$ cat src/rtl/pipe_ctrl.sv
`default_nettype none
// =============================================================================
// Module      : pipe_ctrl
// Description : Pipeline stall/flush controller with exception/ERET redirect.
//               The optional stall watchdog is enabled by the macro
//               STALL_WATCHDOG_EN.
// Revision    : 1.0 - initial release
// =============================================================================
module pipe_ctrl #(
    parameter logic [7:0] WDOG_LIMIT = 8'd255
) (
    input  logic        clk,
    input  logic        rst,
    input  logic        stallreq_if,
    input  logic        stallreq_id,
    input  logic        stallreq_ex,
    input  logic        stallreq_mem,
    input  logic        excp_req,
    input  logic [31:0] excp_vector,
    input  logic        eret_req,
    input  logic [31:0] epc_in,
    output logic [5:0]  stall,
    output logic        flush,
    output logic [31:0] new_pc,
    output logic        wdog_timeout
);

    typedef enum logic [1:0] {
        RUN   = 2'd0,
        FLUSH = 2'd1,
        DRAIN = 2'd2
    } state_t;

    state_t      r_state;
    state_t      w_state_nxt;
    logic [31:0] r_new_pc;
    logic [31:0] w_new_pc_nxt;
    logic [5:0]  w_stall_req;
    logic [5:0]  w_stall;

    // The oldest stalling stage holds itself and everything upstream of it.
    always_comb begin
        w_stall_req = 6'b000000;
        if (stallreq_mem) begin
            w_stall_req = 6'b011111;
        end else if (stallreq_ex) begin
            w_stall_req = 6'b001111;
        end else if (stallreq_id) begin
            w_stall_req = 6'b000111;
        end else if (stallreq_if) begin
            w_stall_req = 6'b000011;
        end
    end

    always_ff @(posedge clk) begin
        if (rst) begin
            r_state  <= RUN;
            r_new_pc <= 32'h0000_0000;
        end else begin
            r_state  <= w_state_nxt;
            r_new_pc <= w_new_pc_nxt;
        end
    end

    // Redirects are only accepted in RUN, so a request arriving during the
    // FLUSH/DRAIN window is dropped rather than queued.
    always_comb begin
        w_state_nxt  = r_state;
        w_new_pc_nxt = r_new_pc;
        w_stall      = 6'b000000;
        flush        = 1'b0;
        case (r_state)
            RUN: begin
                w_stall = w_stall_req;
                if (excp_req) begin
                    w_new_pc_nxt = excp_vector;
                    w_state_nxt  = FLUSH;
                end else if (eret_req) begin
                    w_new_pc_nxt = epc_in;
                    w_state_nxt  = FLUSH;
                end
            end
            FLUSH: begin
                flush       = 1'b1;
                w_state_nxt = DRAIN;
            end
            DRAIN: begin
                w_stall     = w_stall_req;
                w_state_nxt = RUN;
            end
            default: begin
                w_state_nxt = RUN;
            end
        endcase
    end

    assign stall  = rst ? 6'b000000 : w_stall;
    assign new_pc = r_new_pc;

`ifdef STALL_WATCHDOG_EN
    logic [7:0] r_wdog_cnt;
    logic       r_wdog_timeout;

    // w_stall is already zero in FLUSH, so one test covers both clear cases.
    always_ff @(posedge clk) begin
        if (rst) begin
            r_wdog_cnt     <= 8'd0;
            r_wdog_timeout <= 1'b0;
        end else if (w_stall == 6'b000000) begin
            r_wdog_cnt <= 8'd0;
        end else if (r_wdog_cnt != WDOG_LIMIT) begin
            r_wdog_cnt <= r_wdog_cnt + 8'd1;
            if (r_wdog_cnt + 8'd1 == WDOG_LIMIT) begin
                r_wdog_timeout <= 1'b1;
            end
        end
    end

    assign wdog_timeout = r_wdog_timeout;
`else
    logic w_unused_wdog;
    assign w_unused_wdog = ^WDOG_LIMIT;
    assign wdog_timeout  = 1'b0;
`endif

endmodule
`default_nettype wire

$ cat config.mk
export PLATFORM = sky130hd
export DESIGN_NAME = pipe_ctrl
export DESIGN_NICKNAME = d
export VERILOG_FILES = /design/src/rtl/pipe_ctrl.sv
export SDC_FILE = /design/constraint.sdc
export NUM_CORES = 1
export LEC_CHECK = 0
export BUFFER_PORTS_ARGS = -buffer_cell sky130_fd_sc_hd__buf_2
export CORE_MARGIN = 10
export CORE_UTILIZATION = 42
export DETAILED_ROUTE_END_ITERATION = 8
export PLACE_DENSITY = 0.79
export RECOVER_POWER = 25
export SYNTH_ARGS = -nofsm -noshare
export SYNTH_HDL_FRONTEND = slang
export SYNTH_SLANG_ARGS = --single-unit
$ cat constraint.sdc
create_clock -name clk -period 1.7 [get_ports clk]
set_clock_uncertainty 0.1 [all_clocks]
set_input_delay 0.085 -clock clk [delete_from_list [all_inputs] [get_ports clk]]
set_output_delay 0.085 -clock clk [all_outputs]
set_load 0.03 [all_outputs]
==> results.md <==
- Fmax: between 700 and 800 MHz
- Wire per inst: 16.4 um
- Most numerous cell in the Yosys netlist: dfxtp_1
- Iter 0 DRT Violations: a little over 40
- Synth area leader: dfxtp_1
- PwrDens: 948 mW/mm2
- Number of setup buffers added after CTS: 0
- Num ports: 112
- Worst VDD drop: roughly 0.67 mV
- Cell family with most CP delay: compound AO/OA/AOI/OAI gates
- Port bufs: 109
- CTS max path bufs: 2
- CTS tree: done
- Synth unique cells: 17
- EDFF count, synth: 0
- First-pass GRT wire length: between 8000 and 9000 um
- Chip width: approximately 85 um
- Post-cts repair resize count: 0
- CP max stage cell: dfxtp_1
- Reg-to-reg startpoint: r_state[0]
- Clk Latency, worst-skew pair: roughly 280 ps
- Die area: about 0.0072 mm2
- Pre-antenna DRT Iters: 3
- Worst EP required: roughly 1800 ps
- Startpoint Class: flip-flop
- Critical path buffer and inverter count: 1
- Synth top area share: between 30% and 40%
- Mapped Area: 0.00177 mm2
- Start point of the critical path: r_state[0]
- Clk sinks: 34
- Vias in the first global route: approximately 1700
- Rel. slew slack: approximately two thirds
- Total grt overflow: 0
- Max H-tree Level: 2
- Initial antenna violation count: 0
- Post-route design area: approximately 0.0024 mm2
- Starting Density: 43.9%
- Worst setup EP type: flip-flop
- Post-synthesis sequential area ratio: about two fifths
- Crit path max fanout: 32
- Total Neg Setup Slack: 0 ps
- Final net count: 340
- DR vias/cell: a little over 5
- Max-slew violation count: 0
- Ant. Diodes: 0
- Residual DRC: 0
- Area growth syn-to-layout: 33.1%
- Core ar.: around 0.004 mm2
- Hold/Removal Path Class: input pin to flip-flop
- Cell row count: 23
- Synthesis Warnings: 0
- Hold Path Origin: epc_in[18]
- Root buffer cell: clkbuf_8
- RSZ-0062 raised after global routing: false
- Main synth FF type: dfxtp_1
- Top cells by count, synth: 34 x dfxtp_1, 32 x a21oi_1, 32 x mux2i_1
- Pwr Total: approximately 2200 uW
- Worst-path clk slew: roughly 60 ps
- Post-Syn Instances: approximately 170
- Number of max-cap violations: 0
- Syn Area/Cell: 10.6 um2
- Final Critical Period: 1380 ps
- Core Util, Final: approximately 58%
- Antenna Nets Post-Route: 0
- Final GP Congestion: 0.732
- Post-DP HPWL: 4060 um
- # hold bufs at CTS: 0
- Leakage: between 0.001 and 0.0015 uW
- Cell Area, Placed: about 0.0023 mm2
- Fraction of registers with async set/reset: 0%
- Slowest stage delay, CP: 360 ps
- Synth top area cells: dfxtp_1 39%, a211oi_2 21%, mux2i_1 18%
- Status: completed
- DR vias: between 1500 and 2000
- Flop and latch count out of synthesis: 34
- Worst Path Arrival: roughly 1500 ps
- DRT Wirelength: ~5200 um
- Setup CP Type: flip-flop to flip-flop
- Actual slew at the worst max-slew pin: between 500 and 600 ps
- Cell breakdown of the critical path: nor2_2 -> buf_4 -> a21oi_1 -> a211oi_2
- Largest net degree at the start of global routing: 34
- Layout cells sized above 1: approximately half
- GRT Total Usage: between 10 and 15%
- TritonCTS Buffers: 5
- Final hold vios: 0
- Fin crit share: 81.2%
- Die height: 84.9 um
- Final setup fails: 0
## sequential cells by signal, indices dropped and copies added (netlist names)
| name | cells |
|---|---|
| r_state | 2 |
| new_pc | 32 |
## placed cells by master (no fill, tap or decap)
cell type  count
and2_4         1
nor2_1         1
or2_1          1
a21oi_1       32
conb_1         2
nor4_1         1
a211oi_2      30
clkbuf_8       5
nor3b_1        1
mux2i_1       32
buf_2         92
buf_4          7
nor3_1         4
dfxtp_1       34
clkbuf_1      19
nor2b_1        3
nor2_2         1
a211oi_1       2
## per-stage QoR
step           setup WS, ps  hold slack, ps  cells
6_report                319            56.8    318
5_1_grt                 208            74.8    318
4_1_cts                 307            54.6    318
3_5_place_dp            324             355    311
3_3_place_gp            378             343    311
2_1_floorplan           118             220    167
## cells by family (layout without fill, tap and decap cells)
| logic type | count (synthesis) | in the layout | share of synthesized area (%) |
|---|---|---|---|
| mux | 32 | 32 | 18.1 |
| flops | 34 | 34 | 38.5 |
| other cells | 1 | 2 | 0.212 |
| buf+inv | 22 | 123 | 7.72 |
| compound gates | 64 | 64 | 31.2 |
| simple gates | 13 | 13 | 4.25 |
## tightest hold or removal path: cells and delay by family
family	cells	cell delay, ps
muxes	1	130
buffers and inverters	1	100
AOI/OAI and AO/OA	1	80
## metal layers
layer | track usage (%) | wire, um | part of all wire [%]
met5 | 0 | 0 | 0
met4 | 4.49 | 50 | 0.96
met3 | 6.98 | 473 | 9.1
met2 | 22.9 | 2510 | 48
met1 | 15.1 | 2170 | 42
## worst paths after layout
check	depth (start not counted)	endpoint	slack (ps)
hold / removal	3	new_pc[18]	60
setup reg to reg	4	new_pc[28]	320
hold reg to reg	2	new_pc[18]	420
setup / recovery	4	new_pc[28]	320
## power by group
group | switching [uW] | leakage, uW | internal [uW] | total [uW]
logic | 488 | 0.000768 | 266 | 753
registers | 49.9 | 0.000283 | 889 | 939
clock network | 256 | 0.0000383 | 281 | 537
total | 794 | 0.00109 | 1440 | 2230
## layout make-up
class | count | area (um2)
repair buffers | 116 | 577
fillers | 381 | 1680
clock buffers | 7 | 76.3
well taps | 50 | 62.6
multi-input cells | 111 | 956
flip-flops and latches | 34 | 681
No activity file was read; power rests on OpenSTA's default activity.
